File: src/rtl/regfile_sb.sv
// Register file with async reset, optional hardwired zero register, write-to-read bypass
// and a per-register pending scoreboard that flags operands whose producer is in flight.
module regfile_sb #(
    parameter int unsigned  XLEN     = 32,
    parameter int unsigned  DEPTH    = 32,
    parameter bit           ZERO_REG = 1'b1,
    parameter bit           BYPASS   = 1'b1,
    localparam int unsigned AW       = $clog2(DEPTH)
) (
    input  logic            Clk,
    input  logic            Rst_n,
    input  logic [AW-1:0]   raddr1,
    input  logic [AW-1:0]   raddr2,
    output logic [XLEN-1:0] rdata1,
    output logic [XLEN-1:0] rdata2,
    output logic            rbusy1,
    output logic            rbusy2,
    output logic            stall,
    input  logic            issue_valid,
    input  logic [AW-1:0]   issue_addr,
    input  logic            RegWrite,
    input  logic [AW-1:0]   waddr,
    input  logic [XLEN-1:0] wdata,
    input  logic            flush,
    output logic [AW:0]     pending_cnt
);

    logic [XLEN-1:0] regs_q [DEPTH];
    logic [XLEN-1:0] regs_d [DEPTH];
    logic [DEPTH-1:0] pending_q, pending_d;
    logic [AW:0]      cnt_q, cnt_d;

    logic we, iss, byp1, byp2, inc, dec;

    // Effective write/issue: register 0 is inert when hardwired to zero.
    assign we  = RegWrite && !(ZERO_REG && (waddr == '0));
    assign iss = issue_valid && !(ZERO_REG && (issue_addr == '0));

    always_comb begin
        byp1 = BYPASS && we && (waddr == raddr1);
        byp2 = BYPASS && we && (waddr == raddr2);

        if (ZERO_REG && (raddr1 == '0)) begin
            rdata1 = '0;
        end else if (byp1) begin
            rdata1 = wdata;
        end else begin
            rdata1 = regs_q[raddr1];
        end

        if (ZERO_REG && (raddr2 == '0)) begin
            rdata2 = '0;
        end else if (byp2) begin
            rdata2 = wdata;
        end else begin
            rdata2 = regs_q[raddr2];
        end

        rbusy1      = pending_q[raddr1] && !byp1;
        rbusy2      = pending_q[raddr2] && !byp2;
        stall       = rbusy1 || rbusy2;
        pending_cnt = cnt_q;
    end

    always_comb begin
        regs_d = regs_q;
        if (we) begin
            regs_d[waddr] = wdata;
        end
    end

    // Issue is applied last so it overrides flush and a same-cycle retiring writeback.
    always_comb begin
        pending_d = flush ? '0 : pending_q;
        if (!flush && we) begin
            pending_d[waddr] = 1'b0;
        end
        if (iss) begin
            pending_d[issue_addr] = 1'b1;
        end
        if (ZERO_REG) begin
            pending_d[0] = 1'b0;
        end
    end

    always_comb begin
        inc = iss && !pending_q[issue_addr];
        dec = !flush && we && pending_q[waddr] && !(iss && (issue_addr == waddr));
        if (flush) begin
            cnt_d = {{AW{1'b0}}, iss};
        end else begin
            cnt_d = cnt_q + {{AW{1'b0}}, inc} - {{AW{1'b0}}, dec};
        end
    end

    always_ff @(posedge Clk or negedge Rst_n) begin
        if (!Rst_n) begin
            for (int i = 0; i < int'(DEPTH); i++) begin
                regs_q[i] <= '0;
            end
            pending_q <= '0;
            cnt_q     <= '0;
        end else begin
            regs_q    <= regs_d;
            pending_q <= pending_d;
            cnt_q     <= cnt_d;
        end
    end

endmodule

File: config.mk
export PLATFORM = sky130hd
export DESIGN_NAME = regfile_sb
export DESIGN_NICKNAME = d
export VERILOG_FILES = /design/src/rtl/regfile_sb.sv
export SDC_FILE = /design/constraint.sdc
export NUM_CORES = 2
export LEC_CHECK = 0
export ABC_AREA = 1
export CELL_PAD_IN_SITES_DETAIL_PLACEMENT = 0
export CELL_PAD_IN_SITES_GLOBAL_PLACEMENT = 1
export CORE_MARGIN = 3
export CORE_UTILIZATION = 46
export DETAILED_ROUTE_END_ITERATION = 8
export PLACE_DENSITY = 0.89
export SETUP_SLACK_MARGIN = 0.1
export SYNTH_ARGS = -nofsm -noshare
export SYNTH_HDL_FRONTEND = slang
export SYNTH_SLANG_ARGS = --single-unit
File: constraint.sdc
create_clock -name Clk -period 2.71 [get_ports Clk]
set_input_delay 0.542 -clock Clk [delete_from_list [all_inputs] [get_ports Clk]]
set_output_delay 0.542 -clock Clk [all_outputs]
set_load 0.01 [all_outputs]
==> out/metrics.yaml <==
placement:
  post-place-ws_ns: -0.982
  io_buffer_count: 129
  place_congestion: 0.961
  hpwlAfterDp_mm: 168
synth:
  synth.ff_latch_count: 1061
  synth_area_leaders: "dfrtp_1 (42%), nand2_1 (18%), nand3_1 (12%), o21ai_0 (6.8%), inv_1 (6.0%)"
  ys.warnings.count: 0
  syn_inst: 9365
  synth_top_area_share: 0.420
  yosysTopAreaCell: "dfrtp_1"
  synth_fp_nets: 9429
  syn_area_per_cell_sq_um: 6.74
  ys_types: 36
  synth-edff-count: 0
  ys_seq_area_frac: 0.420
  ys_async_sr_fraction: 1.00
  syn_area_sq_um: 63100
  synth_flop_cell: "dfrtp_1"
global_routing:
  grt.total_usage: 0.365
  overflow: 0
  grt_pass1_wl_mm: 398
  grt_max_degree: 93
  grt_pass1_vias: 63700
  antenna_found_initial: 7
die:
  die_x_microns: 377
  rows: 135
  ios: 130
  coreArea_sq_um: 136000
  dieArea_sq_um: 142000
  start_util: 0.465
  die_h_microns: 377
cts:
  cts_made_buffers: 118
  cts_root_buf: "clkbuf_16"
  cts_htree_levels: 3
  path_clk_slew_ns: 0.06
  clock-sinks: 1061
  clock_latency_ns: 0.72
  clockBufferDepth: 3
  cts_tree: "yes"
routing:
  num_vias: 67900
  first_pass_iters: 7
  viasPerCell: 5.90
  routedWlPerCell_microns: 23.1
  wirelength_mm: 266
  ant_nets: 0
  drt_iter0_markers: 10100
  drc: 0
sta:
  fin_skew_ns: 0.00370
  setup_ws_ns: -0.107
  worst_pin_slew_ns: 0.733
  min_period_ns: 2.82
  hold_viol: 0
  fin_crit_sh: 1.04
  rsz0062_at_grt: "true"
  fmax_mhz: 355
  slew_viol_final: 0
  setup_viol: 35
  maxSlewHeadroom: 0.511
  whs_ns: 0.288
  setup_tns_ns: -1.63
cells_and_area:
  final_common_cell: "nand2_1"
  fill_cells: 12400
  seqCellArea_sq_um: 26600
  multi_input_comb_area_sq_um: 31000
  layout_common_cells: "nand2_1 (2972), nand3_1 (1428), dfrtp_1 (1051)"
  drive_gt1_frac: 0.165
  finish.utilization: 0.584
  syn_to_final_growth_pct: 25.7
  fin_nets: 9698
worst_setup_path:
  worstPathCellList: "buf_16, buf_6, xnor2_2, nand2_2, nor3_4, nand2_8, buf_12, buf_12, buf_12, o21ai_1, a21oi_2, buf_2"
  cp_slowest_cell: "nor3_4"
  crit_arrival_ns: 2.28
  crit_type: "input port to output pin"
  crit_fanout: 7
  crit_path_end_kind: "output pin"
  worstPathRequired_ns: 2.17
  worstSetupStartpointType: "input port"
  worst_path_most_repeated_cell: "buf_12"
  path_delay_family: "buffers and inverters"
  crit_buf_inv: 6
  slowest_delay_ns: 0.28
status:
  violations: "negative setup slack"
  status: "finished with violations"
worst_hold_path:
  hp-class: "input port to asynchronous set/reset pin"
power:
  power.total_mw: 49.9
  p_leak_nw: 39.1
  ir_worst_vdd_v: 0.000601
  power.density_nw_per_um2: 629
job:
  maxCapViolations: 0
sequential cells by signal, indices dropped and copies added (netlist names):
name         cells
pending_q       31
pending_cnt      6
regs_q        1024
worst paths after layout:
| check | from | to | slack (ns) | cells past startpoint |
|---|---|---|---|---|
| max in group asynchronous | Rst_n | regs_q[748] | 1.43 | 4 |
| worst max-delay path | raddr2[0] | rdata2[29] | -0.11 | 12 |
| worst max register to register | pending_q[4] | pending_cnt[4] | 0.22 | 16 |
| worst min register to register | regs_q[1008] | regs_q[1008] | 0.37 | 0 |
| min in group Clk | regs_q[1008] | regs_q[1008] | 0.37 | 0 |
| worst min-delay path | Rst_n | regs_q[62] | 0.29 | 2 |
what timing repair did:
item	in CTS	in global routing
endpoints found under the hold margin	24	0
buffers inserted	77	33
pin swaps	132	156
resized for setup	631	299
hold buffers	1	0
endpoints found under the setup margin	71	71
cloned	18	11
worst reg2reg max path, stage by stage, from the launching register on:
cell and delay (ns):
dfrtp_1 0.41, buf_4 0.16, a22oi_2 0.16, nand2_1 0.08, nand2_1 0.07, nand2_2 0.06
nor2_4 0.14, a21oi_4 0.09, ha_4 0.24, inv_2 0.06, ha_4 0.12, inv_2 0.04
fa_2 0.36, nor2_2 0.12, a211oi_2 0.05, xor2_1 0.15, nor2_1 0.11
power breakdown:
| group | switching [mW] | internal (mW) | total, mW |
|---|---|---|---|
| clock | 7.02 | 9.48 | 16.5 |
| sequential | 1.60 | 18.8 | 20.4 |
| combinational | 7.96 | 5.02 | 13.0 |
cell type report:
cell class | instances | share of cell area
multi-input combinational | 6462 | 0.390
clock inverter | 32 | 0.00454
tap | 1781 | 0.0281
inverter | 1024 | 0.0497
antenna | 1 | 0.0000315
timing repair buffer | 967 | 0.148
clock buffer | 182 | 0.0446
sequential | 1061 | 0.335
layer usage:
metal  vias up  part of all wire  track usage
li1      30500                 -            -
met1     32100              0.39        0.499
met2      4411              0.43        0.539
met3       868              0.12       0.0757
met4         8             0.062        0.206
met5         -           0.00021            0
synthesized netlist by cell type (15+ instances only):
| cell type | count |
|---|---|
| clkbuf_1 | 345 |
| nand3_1 | 1546 |
| a21oi_1 | 120 |
| o21ai_1 | 319 |
| or2_2 | 34 |
| inv_2 | 15 |
| inv_1 | 1006 |
| a22oi_1 | 16 |
| nand2_1 | 3079 |
| buf_2 | 315 |
| o211ai_1 | 192 |
| dfrtp_1 | 1061 |
| o21ai_0 | 854 |
| buf_1 | 91 |
| nor2_1 | 236 |
| buf_4 | 61 |
metrics by stage:
stage	instances	area, sq um
final	11500	79300
after global routing	11500	79300
after CTS	11500	77700
after detailed placement	11200	71800
after global placement	11200	71800
after floorplan	9365	63200
kinds of logic after synthesis:
kind of cell / after synthesis / share of synthesized area
AOI/OAI and AO/OA: 1513 / 0.129
adders and majority gates: 7 / 0.00151
buffers and inverters: 1843 / 0.120
and+or+nand+nor: 4929 / 0.327
xor gates and xnor gates: 12 / 0.00166
DFF: 1061 / 0.420
(Power assumes the default switching activity.)
